[src/rtl/pipeline_ctrl.sv]
// Pipeline control unit: merges stage stall requests, converts MEM exceptions
// into a one-cycle flush with a handler address, masks exceptions during a
// short recovery window, and keeps a stall watchdog and flush counter.
module pipeline_ctrl #(
  parameter logic [31:0] EXC_BASE       = 32'h0000_0000,
  parameter int unsigned RECOVER_CYCLES = 2,
  parameter int unsigned STALL_LIMIT    = 1024
) (
  input  logic        clk,
  input  logic        rst,
  input  logic        stallreq_id,
  input  logic        stallreq_ex,
  input  logic        stallreq_mem,
  input  logic [31:0] excepttype_i,
  input  logic [31:0] cp0_epc_i,
  output logic [5:0]  stall,
  output logic        flush,
  output logic [31:0] new_pc,
  output logic        stall_timeout,
  output logic        masked_exc,
  output logic [15:0] exc_count
);

  // state    | meaning
  // ST_IDLE   | normal operation, exceptions are accepted
  // ST_RECOVER| post-flush window, exceptions are ignored and recorded
  typedef enum logic {ST_IDLE, ST_RECOVER} state_t;

  localparam logic [3:0]  REC_LOAD = 4'(RECOVER_CYCLES - 1);
  localparam logic [15:0] WD_TRIP  = 16'(STALL_LIMIT - 1);

  state_t      state;
  logic [3:0]  rec_cnt;
  logic [15:0] wd_cnt;
  logic        exc_pending;
  logic        accept;
  logic [5:0]  stall_req;

  assign exc_pending = |excepttype_i;
  assign accept      = !rst && (state == ST_IDLE) && exc_pending;

  // Combinational stall/flush/new_pc; flush overrides stall, reset forces all low
  always_comb begin
    stall_req = 6'b000000;
    if (stallreq_mem)      stall_req = 6'b011111;
    else if (stallreq_ex)  stall_req = 6'b001111;
    else if (stallreq_id)  stall_req = 6'b000111;

    stall  = (rst || accept) ? 6'b000000 : stall_req;
    flush  = accept;
    new_pc = 32'h0000_0000;
    if (accept) begin
      case (excepttype_i)
        32'h0000_0001: new_pc = EXC_BASE + 32'h20;
        32'h0000_0008,
        32'h0000_000a,
        32'h0000_000c,
        32'h0000_000d: new_pc = EXC_BASE + 32'h40;
        32'h0000_000e: new_pc = cp0_epc_i;
        default:       new_pc = EXC_BASE + 32'h40;
      endcase
    end
  end

  // Exception FSM with recovery counter, flush counter and masked-exception flag
  always_ff @(posedge clk) begin
    if (rst) begin
      state      <= ST_IDLE;
      rec_cnt    <= 4'd0;
      exc_count  <= 16'd0;
      masked_exc <= 1'b0;
    end else begin
      case (state)
        ST_IDLE: begin
          if (exc_pending) begin
            state     <= ST_RECOVER;
            rec_cnt   <= REC_LOAD;
            exc_count <= exc_count + 16'd1;
          end
        end
        ST_RECOVER: begin
          if (exc_pending) masked_exc <= 1'b1;
          if (rec_cnt == 4'd0) state <= ST_IDLE;
          else                 rec_cnt <= rec_cnt - 4'd1;
        end
        default: state <= ST_IDLE;
      endcase
    end
  end

  // Stall watchdog: saturating run-length counter of stalled cycles, sticky trip flag
  always_ff @(posedge clk) begin
    if (rst) begin
      wd_cnt        <= 16'd0;
      stall_timeout <= 1'b0;
    end else begin
      if (flush || (stall == 6'b000000)) wd_cnt <= 16'd0;
      else if (wd_cnt != 16'hFFFF)       wd_cnt <= wd_cnt + 16'd1;
      if ((stall != 6'b000000) && (wd_cnt == WD_TRIP)) stall_timeout <= 1'b1;
    end
  end

endmodule

[config.mk]
export PLATFORM = sky130hd
export DESIGN_NAME = pipeline_ctrl
export DESIGN_NICKNAME = d
export VERILOG_FILES = /design/src/rtl/pipeline_ctrl.sv
export SDC_FILE = /design/constraint.sdc
export NUM_CORES = 1
export LEC_CHECK = 0
export BUFFER_PORTS_ARGS = -buffer_cell sky130_fd_sc_hd__buf_4
export CELL_PAD_IN_SITES_DETAIL_PLACEMENT = 0
export CELL_PAD_IN_SITES_GLOBAL_PLACEMENT = 1
export CORE_MARGIN = 2
export CORE_UTILIZATION = 33
export DETAILED_ROUTE_END_ITERATION = 10
export GPL_TIMING_DRIVEN = 0
export PLACE_DENSITY_LB_ADDON = 0.1
export SETUP_SLACK_MARGIN = 0.2
export SLEW_MARGIN = 20
export SYNTH_ARGS = -nofsm -noshare
export SYNTH_HDL_FRONTEND = slang
export SYNTH_SLANG_ARGS = --single-unit
[constraint.sdc]
create_clock -name clk -period 6.1 [get_ports clk]
set_input_delay 1.22 -clock clk [delete_from_list [all_inputs] [get_ports clk]]
set_output_delay 1.22 -clock clk [all_outputs]
set_load 0.1 [all_outputs]
==> impl_metrics.tcl, run 1 <==
set metrics [dict create \
    synth-edff-count 0 \
    postCtsHoldBufs 0 \
    fmaxAchievable_mhz 228 \
    cts_resized 0 \
    via_per_inst 5.10 \
    num_antenna_cells 0 \
    ys_ff_latch 39 \
    final_hold_viol_count 0 \
    final_util_pct 50.5 \
    synth_area_sq_um 2260 \
    slowest_stage "and4bb_2" \
    synth_nets 341 \
    design.core.area_sq_um 6720 \
    drive_above_1_share_pct 38.5 \
    wirelength_mm 6.57 \
    arrival_ns 3.17 \
    critPathMostFrequentCell "buf_4" \
    final_antenna_net_count 0 \
    clkLatencyLatePin_ns 0.29 \
    layout_common_cells "buf_4, dfxtp_1, and2_1" \
    final.setup.worst_slack_ns 1.71 \
    ys_types 48 \
    clk_pin_slew_ns 0.07 \
    die_width_um 86.8 \
    dpl_cell_area_sq_um 3290 \
    initial_core_util_pct 33.7 \
    setup_tns_ns 0 \
    nFillCells 672 \
    grt_pass1_wl_mm 10.6 \
    root_buffer "clkbuf_8" \
    post-dp-hpwl_mm 5.29 \
    post_cts.repair.setup_buffers 0 \
    status "completed" \
    drc 0 \
    async_flop_share_pct 0 \
    cp.required_ns 4.88 \
    worstSetupPathType "input port to output pin" \
    hp-class "flip-flop to flip-flop" \
    rows 30 \
    max_cap_violations 0 \
    skew_ns 0.0103 \
    wire_per_inst_um 13.7 \
    cpPeakStageDelay_ns 0.42 \
    gp_congestion 0.736 \
    dieArea_sq_um 7540 \
    antenna_found_initial 0 \
    power.density_nw_per_um2 174 \
    grt_pass1_vias 2287 \
    ir_drop_uv 74.1 \
    nets 471 \
    dr_total_vias 2448 \
    setup_violations 0 \
    dp_slack_ns 1.71 \
    crit_fanout 10 \
    post-route-period-util_pct 71.9 \
    relSlewSlack_pct 54.7 \
    die_y_um 86.8 \
    syn_avg_cell_area_sq_um 8.42 \
    critical_path.cell_chain "buf_4 -> nor4_1 -> nand4_1 -> and4bb_2 -> clkbuf_1 -> and2_1 -> buf_4" \
    initialDrtViolationCount 85 \
    ios 126 \
    firstDrtPassIters 4 \
    p_leak_nw 1.54 \
    grt_overflow 0 \
    ys_seq_area_share_pct 34.5 \
    cts_num_sinks 39 \
    min_period_ns 4.39 \
    total_power_uw 590 \
    worstSetupStartpointType "input port" \
    final_common_cell "buf_4" \
    cts_tree "yes" \
    syn2layout_area_growth_pct 49.9 \
    ys_warn_count 0 \
    clockBufferDepth 2 \
    rsz0062_at_grt "false" \
    worstMarginPinSlew_ns 0.674 \
    grt_max_degree 12 \
    cts_buffers 5 \
    synthFlopType "dfxtp_1" \
    drv_slew 0 \
    track_usage_pct 17.5 \
    final_cell_area_sq_um 3390 \
    htree_num_levels 2 \
    end_kind "output pin" \
    postSynthCellCount 269 \
    numPortBuffers 123 \
]
## metrics by stage
stage	std cells	hold slack, ns
after detailed placement	472	0.449
after global routing	480	0.490
final	480	0.454
after floorplan	269	0.472
after global placement	472	0.441
after CTS	480	0.460
## layer usage
metal  wire length, um  GRT usage [%]  vias up
met4                48           4.26        0
met3               427           4.29        5
met5                 0              0        -
met2              3450           32.3       84
met1              2640           20.0     1120
li1                  -              -     1239
## final timing paths
path	startpoint	cells past startpoint	to	slack (ns)
setup / recovery	excepttype_i[17]	7	new_pc[7]	1.71
hold / removal	masked_exc$_SDFFE_PP0P_	2	masked_exc$_SDFFE_PP0P_	0.45
setup reg to reg	wd_cnt[0]$_SDFFE_PP0P_	7	wd_cnt[7]$_SDFFE_PP0P_	4.22
hold reg to reg	masked_exc$_SDFFE_PP0P_	2	masked_exc$_SDFFE_PP0P_	0.45
## flip-flops by register name, summed over array words and instances, names as in the netlist
name           flops
rec_cnt            4
wd_cnt            16
stall_timeout      1
masked_exc         1
state              1
exc_count         16
## cell usage after synthesis, drive strengths merged, types with 6 or more instances
master,number,area share [%]
and2,30,8.3
nor4,11,3.0
and3,7,2.3
a21oi,20,4.4
nor3,9,2.0
o31ai,8,2.7
nor2,21,3.5
clkbuf,6,0.99
nand3,16,3.5
o21ai,7,1.5
or4,7,2.3
dfxtp,39,34
nand2,12,2.4
nand4,6,2.3
buf,10,4.0
xor2,8,3.1
inv,7,1.2
## worst max-delay path, delay by kind of cell
family	cells	cell delay, ns
and+or+nand+nor	4	1.25
buffers and inverters	3	0.68
## area by class of cell
class / instances / area [sq um] / share of cell area (%)
timing repair buffer: 123 / 923 / 27.2
clock buffer: 8 / 100 / 2.95
buffer: 16 / 114 / 3.35
multi-input combinational: 207 / 1350 / 39.8
sequential: 39 / 781 / 23.0
tap: 80 / 100 / 2.95
inverter: 7 / 26.3 / 0.774
## report_power, final
group	internal [mW]	leakage (nW)	switching (mW)	total, mW
sequential	0.260	0.316	0.00641	0.266
combinational	0.0517	1.17	0.0779	0.130
clock	0.103	0.0515	0.0906	0.194
## logic make-up after synthesis
group	Yosys count	share of synthesized area, %
flip-flops	39	34.5
adder cells (fa/ha/maj)	3	1.66
other	1	0.166
AO/OA/AOI/OAI	52	15.9
AND/OR/NAND/NOR	135	35.2
XOR/XNOR	12	4.64
buffers and inverters	23	6.19
multiplexers	4	1.77
No activity file was read; power rests on OpenSTA's default activity.
==> run 2: changes to the inputs <==
ABC_AREA = 1   (was not set)
CORE_UTILIZATION = 27   (was 33)
clock period = 4 ns   (was 6.1 ns; I/O delays follow)
==> run 2 against run 1 <==
Sequential cell count unchanged. Non-clock buffer count unchanged. Worst hold slack improved by 0.0061 ns. Clock power increased by 82%. Register-to-register slack got worse by 1.9 ns. Synthesized area increased by 11%. Final cell count increased by 35%. Utilization decreased by 9.2 points. Critical path depth increased by 4. Largest cell class unchanged.
==> impl_metrics.tcl, run 2 <==
set metrics [dict create \
    async_flop_share_pct 0 \
    firstDrtPassIters 4 \
    min_period_ns 3.39 \
    synth.area.top_cells "dfxtp_1, nand2_1, nor2_1" \
    synthFlopType "dfxtp_1" \
    grt_overflow 0 \
    design.core.area_sq_um 9150 \
    skew_ns 0.00728 \
    hold_depth 2 \
    initialDrtViolationCount 67 \
    layout_common_cells "buf_4, nand2_1, nor2_1" \
    antenna_found_initial 0 \
    initial_core_util_pct 27.5 \
    end_kind "output pin" \
    final_hold_viol_count 0 \
    track_usage_pct 15.4 \
    final_antenna_net_count 0 \
    clk_pin_slew_ns 0.09 \
    reg_top3 "exc_count x16, wd_cnt x16, rec_cnt x4" \
    total_power_uw 987 \
    yosys-top-cells-count "nand2_1, nor2_1, dfxtp_1" \
    grt_max_degree 13 \
    die_width_um 101 \
    cts_tree "yes" \
    clockBufferDepth 2 \
    syn2layout_area_growth_pct 50.2 \
    post_cts.repair.setup_buffers 0 \
    ys_warn_count 0 \
    clkLatencyLatePin_ns 0.30 \
    wirelength_mm 7.65 \
    rr_worst_depth 7 \
    ios 126 \
    root_buffer "clkbuf_8" \
    synth_top_area_share_pct 31.0 \
    rows 35 \
    max_cap_violations 0 \
    grt_pass1_wl_mm 12.4 \
    cts_buffers 5 \
    worstMarginPinSlew_ns 0.560 \
    ys_ff_latch 39 \
    cts_resized 0 \
    synthMostInstantiatedCell "nand2_1" \
    power.density_nw_per_um2 261 \
    fmaxAchievable_mhz 295 \
    setup_violations 0 \
    num_antenna_cells 0 \
    synth_area_sq_um 2520 \
    arrival_ns 2.59 \
    drive_above_1_share_pct 36.5 \
    drc 0 \
    gp_congestion 0.791 \
    status "completed" \
    post-dp-hpwl_mm 6.11 \
    htree_num_levels 2 \
    nFillCells 1006 \
    relSlewSlack_pct 62.7 \
    nets 608 \
    p_leak_nw 1.61 \
    ys_seq_area_share_pct 31.0 \
    ys_types 31 \
    die_y_um 101 \
    grt_pass1_vias 2576 \
    synth-edff-count 0 \
    ir_drop_uv 124 \
    hp-class "flip-flop to flip-flop" \
    rsz0062_at_grt "false" \
    final_util_pct 41.3 \
    dr_total_vias 2847 \
    final_common_cell "buf_4" \
    worstSetupPathType "input port to output pin" \
    postCtsHoldBufs 0 \
    setup_tns_ns 0 \
    synth_nets 478 \
    cp.required_ns 3.20 \
    dieArea_sq_um 10100 \
    numPortBuffers 123 \
    post-route-period-util_pct 84.9 \
    drv_slew 0 \
    postSynthCellCount 406 \
    worstSetupStartpointType "input port" \
    wire_per_inst_um 11.8 \
    cts_num_sinks 39 \
    syn_avg_cell_area_sq_um 6.20 \
    synth_largest_area_cell "dfxtp_1" \
    crit_fanout 10 \
    via_per_inst 4.39 \
]
## run 2: cell types whose count changed after synthesis, moves of 5 or more
cell,before,now
or3_1,5,0
nor2_1,21,103
or4_1,7,0
nand2_1,10,106
and2_1,30,0
o31ai_1,8,0
nor4_1,11,1
nor2_2,0,8
inv_1,7,32
## run 2: worst max-delay path: stages
cell	delay, ns
buf_4	0.11
nor2_1	0.16
nand2_1	0.11
nor2_2	0.12
nand2_2	0.08
o21ai_4	0.34
nand3_4	0.20
buf_6	0.20
inv_1	0.09
buf_4	0.11
buf_4	0.27
## run 2: area by class of cell
| class | instances | area (sq um) | area share, % |
|---|---|---|---|
| Inverter | 35 | 131 | 3.48 |
| Buffer | 16 | 106 | 2.81 |
| Sequential cell | 39 | 781 | 20.7 |
| Tap cell | 111 | 139 | 3.67 |
| Clock buffer | 6 | 82.6 | 2.18 |
| Clock inverter | 2 | 35.0 | 0.927 |
| Multi-Input combinational cell | 316 | 1580 | 41.8 |
| Timing Repair Buffer | 123 | 923 | 24.4 |
## run 2: cell families after synthesis
kind of cell               count (synthesis)  synth area share, %
and+or+nand+nor                          260                 44.0
xor gates and xnor gates                  18                 6.27
AOI/OAI and AO/OA                         34                 7.61
buffers and inverters                     51                 9.45
adders and majority gates                  3                 1.49
other                                      1                0.149
DFF                                       39                 31.0
## run 2: report_power, final
group	internal [mW]	switching (mW)	leakage, nW
clock	0.202	0.151	0.0612
combinational	0.0836	0.143	1.23
sequential	0.398	0.00908	0.316
total	0.683	0.303	1.61
## run 2: per-layer routing
| layer | track usage, % | share of wire [%] | vias to the layer above |
|---|---|---|---|
| li1 | - | - | 1524 |
| met1 | 20.0 | 47 | 1215 |
| met2 | 25.6 | 44 | 100 |
| met3 | 3.26 | 7.7 | 8 |
| met4 | 4.53 | 1.2 | 0 |
| met5 | 0 | 0 | - |
## run 2: final timing paths
kind                                                  from                    endpoint  slack [ns]
worst max-delay path                       excepttype_i[5]                    stall[2]        0.61
worst min-delay path            stall_timeout$_SDFFE_PP0P_  stall_timeout$_SDFFE_PP0P_        0.46
worst max register to register   exc_count[0]$_SDFFE_PP0P_  exc_count[14]$_SDFFE_PP0P_        2.29
worst min register to register  stall_timeout$_SDFFE_PP0P_  stall_timeout$_SDFFE_PP0P_        0.46
## run 2: through the flow
stage	hold slack, ns	setup slack [ns]	area (sq um)	std cells
after floorplan	0.439	0.266	2600	406
after global placement	0.443	0.595	3660	640
after detailed placement	0.449	0.579	3660	640
after CTS	0.462	0.577	3780	648
after global routing	0.500	0.440	3780	648
final	0.460	0.605	3780	648
==> run 3: changes to the inputs <==
clock period = 3 ns   (was 4 ns; I/O delays follow)
==> run 3 against run 2 <==
Non-clock buffer count up 9. Utilization up 6.2 points. Die area unchanged. Sequential power up 33%. Critical path depth up 1. Sequential share of layout area down 2.7 points. Clock skew up 0.00080 ns. Global-route usage down 0.56 points. Sequential cell count unchanged. Power up 33%. Final cell count up 1.4%. Critical endpoint is now new_pc[30].
==> impl_metrics.tcl, run 3 (synthesized netlist as in run 2, its figures left out) <==
set metrics [dict create \
    wirelength_mm 7.71 \
    drive_above_1_share_pct 39.4 \
    grt_max_degree 12 \
    antenna_found_initial 0 \
    rows 35 \
    cts_buffers 5 \
    end_kind "output pin" \
    gp_congestion 0.787 \
    htree_num_levels 2 \
    syn2layout_area_growth_pct 72.7 \
    rsz0062_at_grt "true" \
    slowest_stage "bufbuf_16" \
    max_cap_violations 0 \
    clockBufferDepth 2 \
    numPortBuffers 123 \
    status "completed" \
    design.core.area_sq_um 9150 \
    crit_family "buffers and inverters" \
    fmaxAchievable_mhz 371 \
    skew_ns 0.00809 \
    reg2reg_to "exc_count[14]$_SDFFE_PP0P_" \
    layout_common_cells "nand2_1, buf_4, nor2_1" \
    cts_num_sinks 39 \
    die_width_um 101 \
    wire_per_inst_um 11.7 \
    setup_tns_ns 0 \
    rr_worst_depth 7 \
    firstDrtPassIters 4 \
    grt_pass1_vias 2706 \
    nFillCells 955 \
    final_common_cell "nand2_1" \
    dieArea_sq_um 10100 \
    track_usage_pct 14.8 \
    post-dp-hpwl_mm 6.07 \
    min_to "stall_timeout$_SDFFE_PP0P_" \
    clkLatencyLatePin_ns 0.29 \
    post-route-period-util_pct 89.8 \
    fin_cells 657 \
    min_period_ns 2.70 \
    ir_drop_uv 203 \
    initialDrtViolationCount 51 \
    final_antenna_net_count 0 \
    cts_tree "yes" \
    rr_startpoint "exc_count[0]$_SDFFE_PP0P_" \
    hold_depth 2 \
    grt_overflow 0 \
    dr_total_vias 2909 \
    dp_cells 640 \
    cpPeakStageDelay_ns 0.28 \
    die_y_um 101 \
    grt_pass1_wl_mm 12.3 \
    drc 0 \
    initial_core_util_pct 27.5 \
    reg2reg_slack_ns 1.22 \
    critical_path.cell_chain "buf_4 -> nor2_2 -> nand2_1 -> nor2_2 -> nand2_2 -> o21ai_4 -> buf_4 -> nor2_4 -> clkinv_4 -> bufbuf_16 -> nor2_4 -> buf_8" \
    reg_top3 "exc_count x16, wd_cnt x16, rec_cnt x4" \
    clk_pin_slew_ns 0.07 \
    p_leak_nw 1.73 \
    worstSetupPathType "input port to output pin" \
    ios 126 \
    power.density_nw_per_um2 302 \
    via_per_inst 4.43 \
    timing.critical_path.buf_inv 5 \
    relSlewSlack_pct 63.6 \
    cp.required_ns 2.40 \
    crit_fanout 5 \
    nets 617 \
    hp-start "stall_timeout$_SDFFE_PP0P_" \
    postCtsHoldBufs 0 \
    hp-class "flip-flop to flip-flop" \
    drv_slew 0 \
    num_antenna_cells 0 \
    worstMarginPinSlew_ns 0.546 \
    setup_violations 0 \
    final_hold_viol_count 0 \
    arrival_ns 2.10 \
    crit_start "excepttype_i[5]" \
    root_buffer "clkbuf_8" \
    worstSetupStartpointType "input port" \
]
==> run 3: cell types whose count changed in the layout (fill, tap and decap cells not counted), sizes merged <==
cell      before  now
bufinv         1    0
inv           35   33
clkbuf         9   11
clkinvlp       0    1
bufbuf         0    1
buf          136  144
==> run 3: metal layers <==
metal / track usage [%] / wire [um] / up-vias
met5: 0 / 0 / -
met4: 3.16 / 63 / 0
met3: 2.98 / 539 / 5
met2: 26.1 / 3570 / 91
met1: 18.7 / 3540 / 1278
li1: - / - / 1535
==> run 3: power breakdown <==
group	total (mW)	switching (mW)	leakage, nW	internal, mW
logic	0.368	0.215	1.36	0.153
registers	0.543	0.0125	0.316	0.530
clock network	0.404	0.193	0.0515	0.210
==> run 3: worst reg2reg max path, cell delays in order, from the launching register on <==
cell and delay, ns:
dfxtp_1 0.43, ha_1 0.25, nand2_1 0.12, nor3_1 0.39, nand3_1 0.17, xor2_1 0.18, nand2_1 0.06, a21oi_1 0.05
==> run 3: metrics by stage <==
| step | power (mW) | worst slack (ns) | util (%) | cell area, sq um | hold WS (ns) |
|---|---|---|---|---|---|
| global route | 1.37 | 0.179 | 47.5 | 4350 | 0.499 |
| finish | 1.31 | 0.305 | 47.5 | 4350 | 0.460 |
| detailed placement | 0.883 | -0.0166 | 42.2 | 3860 | 0.449 |
| CTS | 1.32 | 0.167 | 46.0 | 4210 | 0.463 |
| floorplan | 0.766 | 0.0505 | - | 2800 | 0.439 |
| global placement | 0.880 | -0.00588 | 42.2 | 3860 | 0.447 |
==> run 3: final cells by class <==
type                            count  area (sq um)  area share (%)
Multi-Input combinational cell    316          1770            40.8
Inverter                           35           140            3.22
Buffer                             16           171            3.94
Sequential cell                    39           781            18.0
Tap cell                          111           139            3.20
Timing Repair Buffer              132          1240            28.6
Clock buffer                        8           100            2.30
==> run 3: how the worst max path moves through the flow <==
stage,end,slack [ns],depth (start not counted)
finish,new_pc[30],0.30,12
detailed placement,stall[1],-0.02,11
floorplan,new_pc[0],0.05,9
global route,new_pc[29],0.18,12
CTS,stall[1],0.17,12
global placement,stall[1],-0.006,11
==> run 3: timing repair <==
action | 4_1_cts | 5_1_grt
gates cloned | 1 | 0
setup buffers | 5 | 3
pin swaps | 1 | 1
gates resized for setup | 42 | 38
endpoints found under the setup margin | 35 | 36
